`src/rtl/kcpsm6_irq_pkg.sv`:
```
// Shared definitions for the KCPSM6 interrupt controller: default port map,
// FSM state encoding, cause/CLEAR byte bit positions and the priority encoder.
package kcpsm6_irq_pkg;

    localparam logic [7:0] PA_IRQ_CAUSE_DEF = 8'h10;
    localparam logic [7:0] PA_IRQ_MASK_DEF  = 8'h11;
    localparam logic [7:0] PA_IRQ_PEND_DEF  = 8'h12;
    localparam logic [7:0] PA_IRQ_CLEAR_DEF = 8'h13;

    typedef enum logic [1:0] {
        ST_IDLE    = 2'd0,
        ST_ASSERT  = 2'd1,
        ST_SERVICE = 2'd2
    } irq_state_e;

    localparam int CAUSE_WDOG_BIT  = 7;
    localparam int CAUSE_OVR_BIT   = 6;
    localparam int CAUSE_INSVC_BIT = 3;

    localparam int CLR_WDOG_BIT = 7;
    localparam int CLR_OVR_BIT  = 6;

    // Lowest set index wins, so the tick (bit 0) has top priority.
    function automatic logic [2:0] lowest_set(input logic [7:0] v);
        lowest_set = 3'd0;
        for (int i = 7; i >= 0; i--) begin
            if (v[i]) lowest_set = 3'(i);
        end
    endfunction

endpackage

```
`src/rtl/kcpsm6_irq_ctrl_if.sv`:
```
// KCPSM6 port-I/O and interrupt handshake bundle; master is the processor
// side, slave is the interrupt controller.
interface kcpsm6_irq_ctrl_if;
    logic [7:0] port_id;
    logic [7:0] out_port;
    logic       write_strobe;
    logic       k_write_strobe;
    logic       read_strobe;
    logic       interrupt_ack;
    logic       interrupt;
    logic [7:0] rd_data;
    logic       rd_hit;

    modport master (
        output port_id, out_port, write_strobe, k_write_strobe, read_strobe, interrupt_ack,
        input  interrupt, rd_data, rd_hit
    );

    modport slave (
        input  port_id, out_port, write_strobe, k_write_strobe, read_strobe, interrupt_ack,
        output interrupt, rd_data, rd_hit
    );
endinterface

```
`src/rtl/irq_edge_pend.sv`:
```
// Rising-edge detect and pending latch for the external interrupt sources;
// a new edge beats a same-cycle clear, and an edge onto a set bit flags overrun.
module irq_edge_pend #(
    parameter int W = 3
) (
    input  logic         clk,
    input  logic         reset_n,
    input  logic [W-1:0] src,
    input  logic [W-1:0] clr,
    output logic [W-1:0] pend,
    output logic         ovr_evt
);

    logic [W-1:0] src_q, src_d;
    logic [W-1:0] pend_q, pend_d;
    logic [W-1:0] rise;

    always_comb begin
        src_d  = src;
        rise   = src & ~src_q;
        pend_d = (pend_q & ~clr) | rise;
    end

    always_ff @(posedge clk) begin
        if (!reset_n) begin
            src_q  <= '0;
            pend_q <= '0;
        end else begin
            src_q  <= src_d;
            pend_q <= pend_d;
        end
    end

    assign pend    = pend_q;
    assign ovr_evt = |(rise & pend_q);

endmodule

```
`src/rtl/kcpsm6_irq_ctrl.sv`:
```
// Prioritised interrupt controller for KCPSM6: 100 Hz tick plus external
// sources, mask/pending/cause registers, explicit CLEAR end-of-service.
// Optional service watchdog enabled by defining IRQ_WATCHDOG_EN.
module kcpsm6_irq_ctrl
    import kcpsm6_irq_pkg::*;
#(
    parameter int         NUM_SRC      = 4,
    parameter int         TICK_DIV     = 1000000,
    parameter logic [7:0] PA_IRQ_CAUSE = PA_IRQ_CAUSE_DEF,
    parameter logic [7:0] PA_IRQ_MASK  = PA_IRQ_MASK_DEF,
    parameter logic [7:0] PA_IRQ_PEND  = PA_IRQ_PEND_DEF,
    parameter logic [7:0] PA_IRQ_CLEAR = PA_IRQ_CLEAR_DEF,
    parameter int         WDOG_CYCLES  = 2000000
) (
    input  logic               clk,
    input  logic               reset_n,
    input  logic [NUM_SRC-2:0] irq_src,
    output logic               tick_100hz,
    kcpsm6_irq_ctrl_if.slave   bus
);

    localparam int TICK_W = $clog2(TICK_DIV + 1);

    logic [TICK_W-1:0]  tick_cnt_q, tick_cnt_d;
    logic               tick_hit;
    logic               tick_q, tick_d;
    irq_state_e         state_q, state_d;
    logic [2:0]         cause_q, cause_d;
    logic [7:0]         mask_q, mask_d;
    logic               pend0_q, pend0_d;
    logic               ovr_q, ovr_d;
    logic               wdog_q, wdog_d;
    logic [7:0]         rd_data_q, rd_data_d;
    logic               rd_hit_q, rd_hit_d;
    logic [NUM_SRC-2:0] ext_pend;
    logic               ext_ovr;
    logic [7:0]         pending, masked, clr_vec, cause_byte;
    logic               wr_en, mask_wr, clr_wr, ack_clr, wdog_expired, wdog_set;
    logic               unused_bus;

    assign unused_bus = &{1'b0, bus.read_strobe, bus.out_port};

    assign wr_en   = bus.write_strobe | bus.k_write_strobe;
    assign mask_wr = wr_en && (bus.port_id == PA_IRQ_MASK);
    assign clr_wr  = wr_en && (bus.port_id == PA_IRQ_CLEAR);
    assign ack_clr = (state_q == ST_ASSERT) && bus.interrupt_ack;
    assign clr_vec = ack_clr ? (8'h01 << cause_q) : 8'h00;

    irq_edge_pend #(.W(NUM_SRC - 1)) u_edge_pend (
        .clk     (clk),
        .reset_n (reset_n),
        .src     (irq_src),
        .clr     (clr_vec[NUM_SRC-1:1]),
        .pend    (ext_pend),
        .ovr_evt (ext_ovr)
    );

`ifdef IRQ_WATCHDOG_EN
    localparam int WDOG_W = $clog2(WDOG_CYCLES + 1);
    logic [WDOG_W-1:0] wdog_cnt_q, wdog_cnt_d;

    // Counter sits at zero outside SERVICE, so entering SERVICE starts a fresh count.
    always_comb begin
        wdog_cnt_d   = '0;
        wdog_expired = 1'b0;
        if (state_q == ST_SERVICE) begin
            wdog_cnt_d   = wdog_cnt_q + 1'b1;
            wdog_expired = (wdog_cnt_q == WDOG_W'(WDOG_CYCLES - 1));
        end
    end

    always_ff @(posedge clk) begin
        if (!reset_n) wdog_cnt_q <= '0;
        else          wdog_cnt_q <= wdog_cnt_d;
    end
`else
    localparam int unused_wdog_cycles = WDOG_CYCLES;
    assign wdog_expired = 1'b0;
`endif

    always_comb begin
        tick_hit   = (tick_cnt_q == TICK_W'(TICK_DIV - 1));
        tick_cnt_d = tick_hit ? '0 : tick_cnt_q + 1'b1;
        tick_d     = tick_hit;
        pend0_d    = (pend0_q & ~clr_vec[0]) | tick_hit;

        pending              = '0;
        pending[0]           = pend0_q;
        pending[NUM_SRC-1:1] = ext_pend;
        masked               = pending & mask_q;

        mask_d = mask_q;
        if (mask_wr) begin
            mask_d              = '0;
            mask_d[NUM_SRC-1:0] = bus.out_port[NUM_SRC-1:0];
        end
    end

    always_comb begin
        state_d  = state_q;
        cause_d  = cause_q;
        wdog_set = 1'b0;
        case (state_q)
            ST_IDLE: begin
                if (|masked) begin
                    cause_d = lowest_set(masked);
                    state_d = ST_ASSERT;
                end
            end
            ST_ASSERT: begin
                if (bus.interrupt_ack) state_d = ST_SERVICE;
            end
            ST_SERVICE: begin
                if (clr_wr) begin
                    state_d = ST_IDLE;
                end else if (wdog_expired) begin
                    state_d  = ST_IDLE;
                    wdog_set = 1'b1;
                end
            end
            default: state_d = ST_IDLE;
        endcase

        // Sticky flags: a new event in the same cycle as its clear is kept.
        ovr_d  = (ovr_q & ~(clr_wr & bus.out_port[CLR_OVR_BIT])) | ext_ovr;
        wdog_d = (wdog_q & ~(clr_wr & bus.out_port[CLR_WDOG_BIT])) | wdog_set;
    end

    always_comb begin
        cause_byte                  = '0;
        cause_byte[CAUSE_WDOG_BIT]  = wdog_q;
        cause_byte[CAUSE_OVR_BIT]   = ovr_q;
        cause_byte[CAUSE_INSVC_BIT] = (state_q != ST_IDLE);
        cause_byte[2:0]             = cause_q;

        rd_hit_d  = 1'b1;
        rd_data_d = '0;
        if (bus.port_id == PA_IRQ_CAUSE)     rd_data_d = cause_byte;
        else if (bus.port_id == PA_IRQ_MASK) rd_data_d = mask_q;
        else if (bus.port_id == PA_IRQ_PEND) rd_data_d = pending;
        else                                 rd_hit_d  = 1'b0;
    end

    always_ff @(posedge clk) begin
        if (!reset_n) begin
            tick_cnt_q <= '0;
            tick_q     <= 1'b0;
            state_q    <= ST_IDLE;
            cause_q    <= '0;
            mask_q     <= 8'h01;
            pend0_q    <= 1'b0;
            ovr_q      <= 1'b0;
            wdog_q     <= 1'b0;
            rd_data_q  <= '0;
            rd_hit_q   <= 1'b0;
        end else begin
            tick_cnt_q <= tick_cnt_d;
            tick_q     <= tick_d;
            state_q    <= state_d;
            cause_q    <= cause_d;
            mask_q     <= mask_d;
            pend0_q    <= pend0_d;
            ovr_q      <= ovr_d;
            wdog_q     <= wdog_d;
            rd_data_q  <= rd_data_d;
            rd_hit_q   <= rd_hit_d;
        end
    end

    assign bus.interrupt = (state_q == ST_ASSERT);
    assign bus.rd_data   = rd_data_q;
    assign bus.rd_hit    = rd_hit_q;
    assign tick_100hz    = tick_q;

endmodule
```
`src/flat_wrapper.sv`:
```
// flat-port wrapper written by rule: the top's interface ports become plain ports
module kcpsm6_irq_ctrl_flat import kcpsm6_irq_pkg::*;
#(
    parameter int         NUM_SRC      = 4,
    parameter int         TICK_DIV     = 1000000,
    parameter logic [7:0] PA_IRQ_CAUSE = PA_IRQ_CAUSE_DEF,
    parameter logic [7:0] PA_IRQ_MASK  = PA_IRQ_MASK_DEF,
    parameter logic [7:0] PA_IRQ_PEND  = PA_IRQ_PEND_DEF,
    parameter logic [7:0] PA_IRQ_CLEAR = PA_IRQ_CLEAR_DEF,
    parameter int         WDOG_CYCLES  = 2000000
)
  (clk, reset_n, irq_src, tick_100hz, bus_port_id, bus_out_port, bus_write_strobe, bus_k_write_strobe, bus_read_strobe, bus_interrupt_ack, bus_interrupt, bus_rd_data, bus_rd_hit);
  kcpsm6_irq_ctrl_if bus_i ();
  input  logic clk;
  input  logic reset_n;
  input  logic [NUM_SRC-2:0] irq_src;
  output logic tick_100hz;
  input wire logic [$bits(bus_i.port_id)-1:0] bus_port_id;
  input wire logic [$bits(bus_i.out_port)-1:0] bus_out_port;
  input wire logic [$bits(bus_i.write_strobe)-1:0] bus_write_strobe;
  input wire logic [$bits(bus_i.k_write_strobe)-1:0] bus_k_write_strobe;
  input wire logic [$bits(bus_i.read_strobe)-1:0] bus_read_strobe;
  input wire logic [$bits(bus_i.interrupt_ack)-1:0] bus_interrupt_ack;
  output wire logic [$bits(bus_i.interrupt)-1:0] bus_interrupt;
  output wire logic [$bits(bus_i.rd_data)-1:0] bus_rd_data;
  output wire logic [$bits(bus_i.rd_hit)-1:0] bus_rd_hit;
  assign bus_i.port_id = bus_port_id;
  assign bus_i.out_port = bus_out_port;
  assign bus_i.write_strobe = bus_write_strobe;
  assign bus_i.k_write_strobe = bus_k_write_strobe;
  assign bus_i.read_strobe = bus_read_strobe;
  assign bus_i.interrupt_ack = bus_interrupt_ack;
  assign bus_interrupt = bus_i.interrupt;
  assign bus_rd_data = bus_i.rd_data;
  assign bus_rd_hit = bus_i.rd_hit;
  kcpsm6_irq_ctrl #(.NUM_SRC(NUM_SRC), .TICK_DIV(TICK_DIV), .PA_IRQ_CAUSE(PA_IRQ_CAUSE), .PA_IRQ_MASK(PA_IRQ_MASK), .PA_IRQ_PEND(PA_IRQ_PEND), .PA_IRQ_CLEAR(PA_IRQ_CLEAR), .WDOG_CYCLES(WDOG_CYCLES)) u_core (.clk(clk), .reset_n(reset_n), .irq_src(irq_src), .tick_100hz(tick_100hz), .bus(bus_i));
endmodule
```
`config.mk`:
```
export PLATFORM = sky130hd
export DESIGN_NAME = kcpsm6_irq_ctrl_flat
export DESIGN_NICKNAME = d
export VERILOG_FILES = /design/src/rtl/kcpsm6_irq_pkg.sv /design/src/rtl/kcpsm6_irq_ctrl_if.sv /design/src/rtl/irq_edge_pend.sv /design/src/rtl/kcpsm6_irq_ctrl.sv /design/src/flat_wrapper.sv
export SDC_FILE = /design/constraint.sdc
export NUM_CORES = 1
export LEC_CHECK = 0
export CAP_MARGIN = 20
export CORE_UTILIZATION = 52
export CTS_CLUSTER_DIAMETER = 60
export DETAILED_ROUTE_END_ITERATION = 8
export PLACE_DENSITY_LB_ADDON = 0.12
export SYNTH_ARGS = -nofsm -noshare
export SYNTH_HDL_FRONTEND = slang
export SYNTH_SLANG_ARGS = --single-unit
```
`constraint.sdc`:
```
create_clock -name clk -period 2 [get_ports clk]
set_input_delay 0.4 -clock clk [delete_from_list [all_inputs] [get_ports clk]]
set_output_delay 0.4 -clock clk [all_outputs]
set_load 0.05 [all_outputs]
```
==> results <==
==> stage by stage <==
| stage | hold WS (ps) | instance area (um^2) | worst slack [ps] | utilization (%) |
|---|---|---|---|---|
| 2_1_floorplan | 430 | 2030 | 156 | - |
| 3_3_place_gp | 451 | 2440 | 88.8 | 66.1 |
| 3_5_place_dp | 471 | 2440 | 49.1 | 66.1 |
| 4_1_cts | 481 | 2530 | 121 | 68.5 |
| 5_1_grt | 518 | 2530 | 74.9 | 68.7 |
| 6_report | 480 | 2530 | 152 | 68.7 |
==> synth_stat cells, types with 2 or more instances <==
| cell | count | area (um^2) |
|---|---|---|
| nor2_1 | 21 | 78.8 |
| nand3_1 | 14 | 70.1 |
| nor4_1 | 6 | 37.5 |
| mux2i_1 | 4 | 40.0 |
| nor4b_1 | 3 | 26.3 |
| buf_4 | 2 | 15.0 |
| o21ai_0 | 7 | 35.0 |
| o31ai_1 | 3 | 22.5 |
| xnor2_1 | 11 | 96.3 |
| and2_1 | 4 | 25.0 |
| or4_1 | 3 | 22.5 |
| dfxtp_1 | 45 | 901 |
| clkbuf_1 | 4 | 15.0 |
| nor2_2 | 10 | 62.6 |
| inv_1 | 10 | 37.5 |
| xor2_1 | 3 | 26.3 |
| nand2_1 | 21 | 78.8 |
| nand2b_1 | 2 | 12.5 |
| or2_2 | 2 | 12.5 |
| nand4_1 | 4 | 25.0 |
| a21oi_1 | 16 | 80.1 |
| nor2b_1 | 5 | 31.3 |
| or3_1 | 2 | 12.5 |
| nor3_1 | 7 | 35.0 |
==> flip-flops by register name, summed over array words and instances (netlist names) <==
| register | count |
|---|---|
| u_core.tick_cnt_q | 20 |
| u_core.bus.rd_hit | 1 |
| u_core.u_edge_pend.src_q | 3 |
| u_core.bus.rd_data | 6 |
| u_core.pend0_q | 1 |
| u_core.ovr_q | 1 |
| u_core.tick_100hz | 1 |
| u_core.cause_q | 2 |
| u_core.state_q | 2 |
| u_core.u_edge_pend.pend | 3 |
| u_core.mask_q | 4 |
| u_core.wdog_q | 1 |
==> power by group <==
part | internal (mW) | switching (mW)
logic | 0.0694 | 0.0596
clock network | 0.274 | 0.294
registers | 0.911 | 0.0137
total | 1.25 | 0.367
==> cell usage in the layout (no fill, tap or decap), drive strengths merged, types with 4 or more instances in the layout <==
master | netlist | routed
a21oi | 16 | 16
and2 | 4 | 4
buf | 4 | 14
clkbuf | 4 | 7
clkdlybuf4s50 | 0 | 29
dfxtp | 45 | 45
inv | 10 | 10
mux2i | 4 | 4
nand2 | 21 | 21
nand3 | 15 | 15
nand4 | 5 | 5
nor2 | 31 | 31
nor2b | 5 | 5
nor3 | 7 | 7
nor4 | 7 | 7
o21ai | 7 | 7
o31ai | 4 | 4
or2 | 4 | 4
xnor2 | 11 | 11
==> cell families (layout without fill, tap and decap cells) <==
family,Yosys count,after routing,share of synthesized area [%]
and+or+nand+nor,114,114,31.4
DFF,45,45,44.4
AOI/OAI and AO/OA,35,35,11.2
buffers and inverters,18,60,4.14
xor gates and xnor gates,14,14,6.05
muxes,4,4,1.98
adders and majority gates,1,1,0.617
other,1,2,0.185
==> per-layer routing <==
metal,vias up,GRT usage [%]
li1,887,-
met1,795,33.6
met2,35,29.6
met3,6,5.28
met4,0,9.17
met5,-,0
==> critical path, delay by kind of cell, from the launching register on <==
kind                       cells  cell delay [ps]
adders and majority gates      1              280
DFF                            1              380
and+or+nand+nor                4             1090
==> worst paths after layout <==
path | end | slack (ps) | cells after the start | start
worst max-delay path | u_core.tick_cnt_q[1]$_SDFF_PP0_ | 150 | 5 | u_core.tick_cnt_q[1]$_SDFF_PP0_
worst min register to register | u_core.bus.rd_data[7]$_SDFF_PN0_ | 480 | 2 | u_core.wdog_q$_SDFF_PN0_
worst max register to register | u_core.tick_cnt_q[1]$_SDFF_PP0_ | 150 | 5 | u_core.tick_cnt_q[1]$_SDFF_PP0_
worst min-delay path | u_core.bus.rd_data[7]$_SDFF_PN0_ | 480 | 2 | u_core.wdog_q$_SDFF_PN0_
==> layout make-up <==
cell class | count | share of cell area, %
Timing Repair Buffer | 43 | 15.6
Clock buffer | 7 | 3.41
Sequential cell | 45 | 35.5
Inverter | 10 | 1.48
Multi-Input combinational cell | 170 | 41.6
Tap cell | 48 | 2.37
==> what timing repair did <==
action / CTS / global route
endpoints found under the setup margin: 0 / 1
hold buffers: 0 / 0
gates resized for setup: 0 / 1
==> flow_summary.ini <==
[worst_setup_path]
cp.required_ps = 2200
start_kind = register
arrival_ps = 2050
worstSetupPathType = register to register
end_kind = register
cp_slowest_stage_delay_ps = 440
path_max_fanout = 4
path_cells = ha_1, nand4_4, or2_0, or3_1, and3_1
cp_slowest_cell = or3_1

[detailed_routing]
route.met3.wl_um = 194
antenna_left = 0
drt-met1-wl_mm = 2.06
viasPerCell = 5.33
routedWlPerCell_um = 12.6
finalWirelength_mm = 4.07
dr.max_layer_used = met4
drtIter0Drc = 124
wl_met2_mm = 1.75
drcViolationCount = 0
dr.pass1.iters = 4
num_vias = 1723

[placed_design]
place_inst = 316
port_buffers = 30
gp_congestion = 0.833
place_hpwl_mm = 3.07

[clock_tree]
worst_skew_pair.late_latency_ps = 300
clock_path_buffers = 2
cts_sinks = 45
cts_buffers = 5
cts_tree = yes
clk_pin_slew_ps = 80
cts-htree-levels = 2
post-cts-setup-buffers = 0
clockRootBuffer = clkbuf_8

[global_routing]
grt_max_degree = 13
grt_overflow = 0
antenna_found_initial = 0
first_global_vias = 1522
grt_pass1_wl_mm = 7.04
grt_use_total_pct = 22.2

[synth]
synth_area_per_cell_um2 = 8.74
synth_edf_count = 0
synth-seq-cells = 45
synth_seq_area_share_pct = 44.4
synth_area_mm2 = 0.00203
synthCells = 232
synthFlopType = dfxtp_1
ys_types = 47
ys_warn_count = 0
async_flop_share_pct = 0

[finish]
fin_cells = 323
drive_gt1_share_pct = 13.5
seq_area_um2 = 901
final_nets = 301
multi_input_area_mm2 = 0.00105
n_antenna_cell = 0
syn_to_final_growth_pct = 25.1
fillCellCount = 335

[floorplanning]
die_h_um = 64.4
start_util_pct = 55.0
num_rows = 22
core_mm2 = 0.00369
io_pins = 36
die_w_um = 64.4
fp.dieArea_mm2 = 0.00415

[run_status]
outcome = finished, final reports clean

[sta]
period_share_pct = 92.4
finalCriticalPeriod_ps = 1850
tightest_slew_ps = 497
skew_ps = 4.71
max_slew_margin_pct = 66.8
max_freq_ghz = 0.541
setup_violations = 0
fin_tns_setup_ps = 0
hold_violations = 0
drv_slew = 0
rsz0062_at_grt = false

[flow_run]
drv_cap = 0

[min_path]
hold_path.class = register to register

[power]
max-vdd-ir-drop_mv = 0.461
p_per_area_mw_per_mm2 = 640
leakage_nw = 0.887
power_mw = 1.62
No activity file was read; power rests on OpenSTA's default activity.
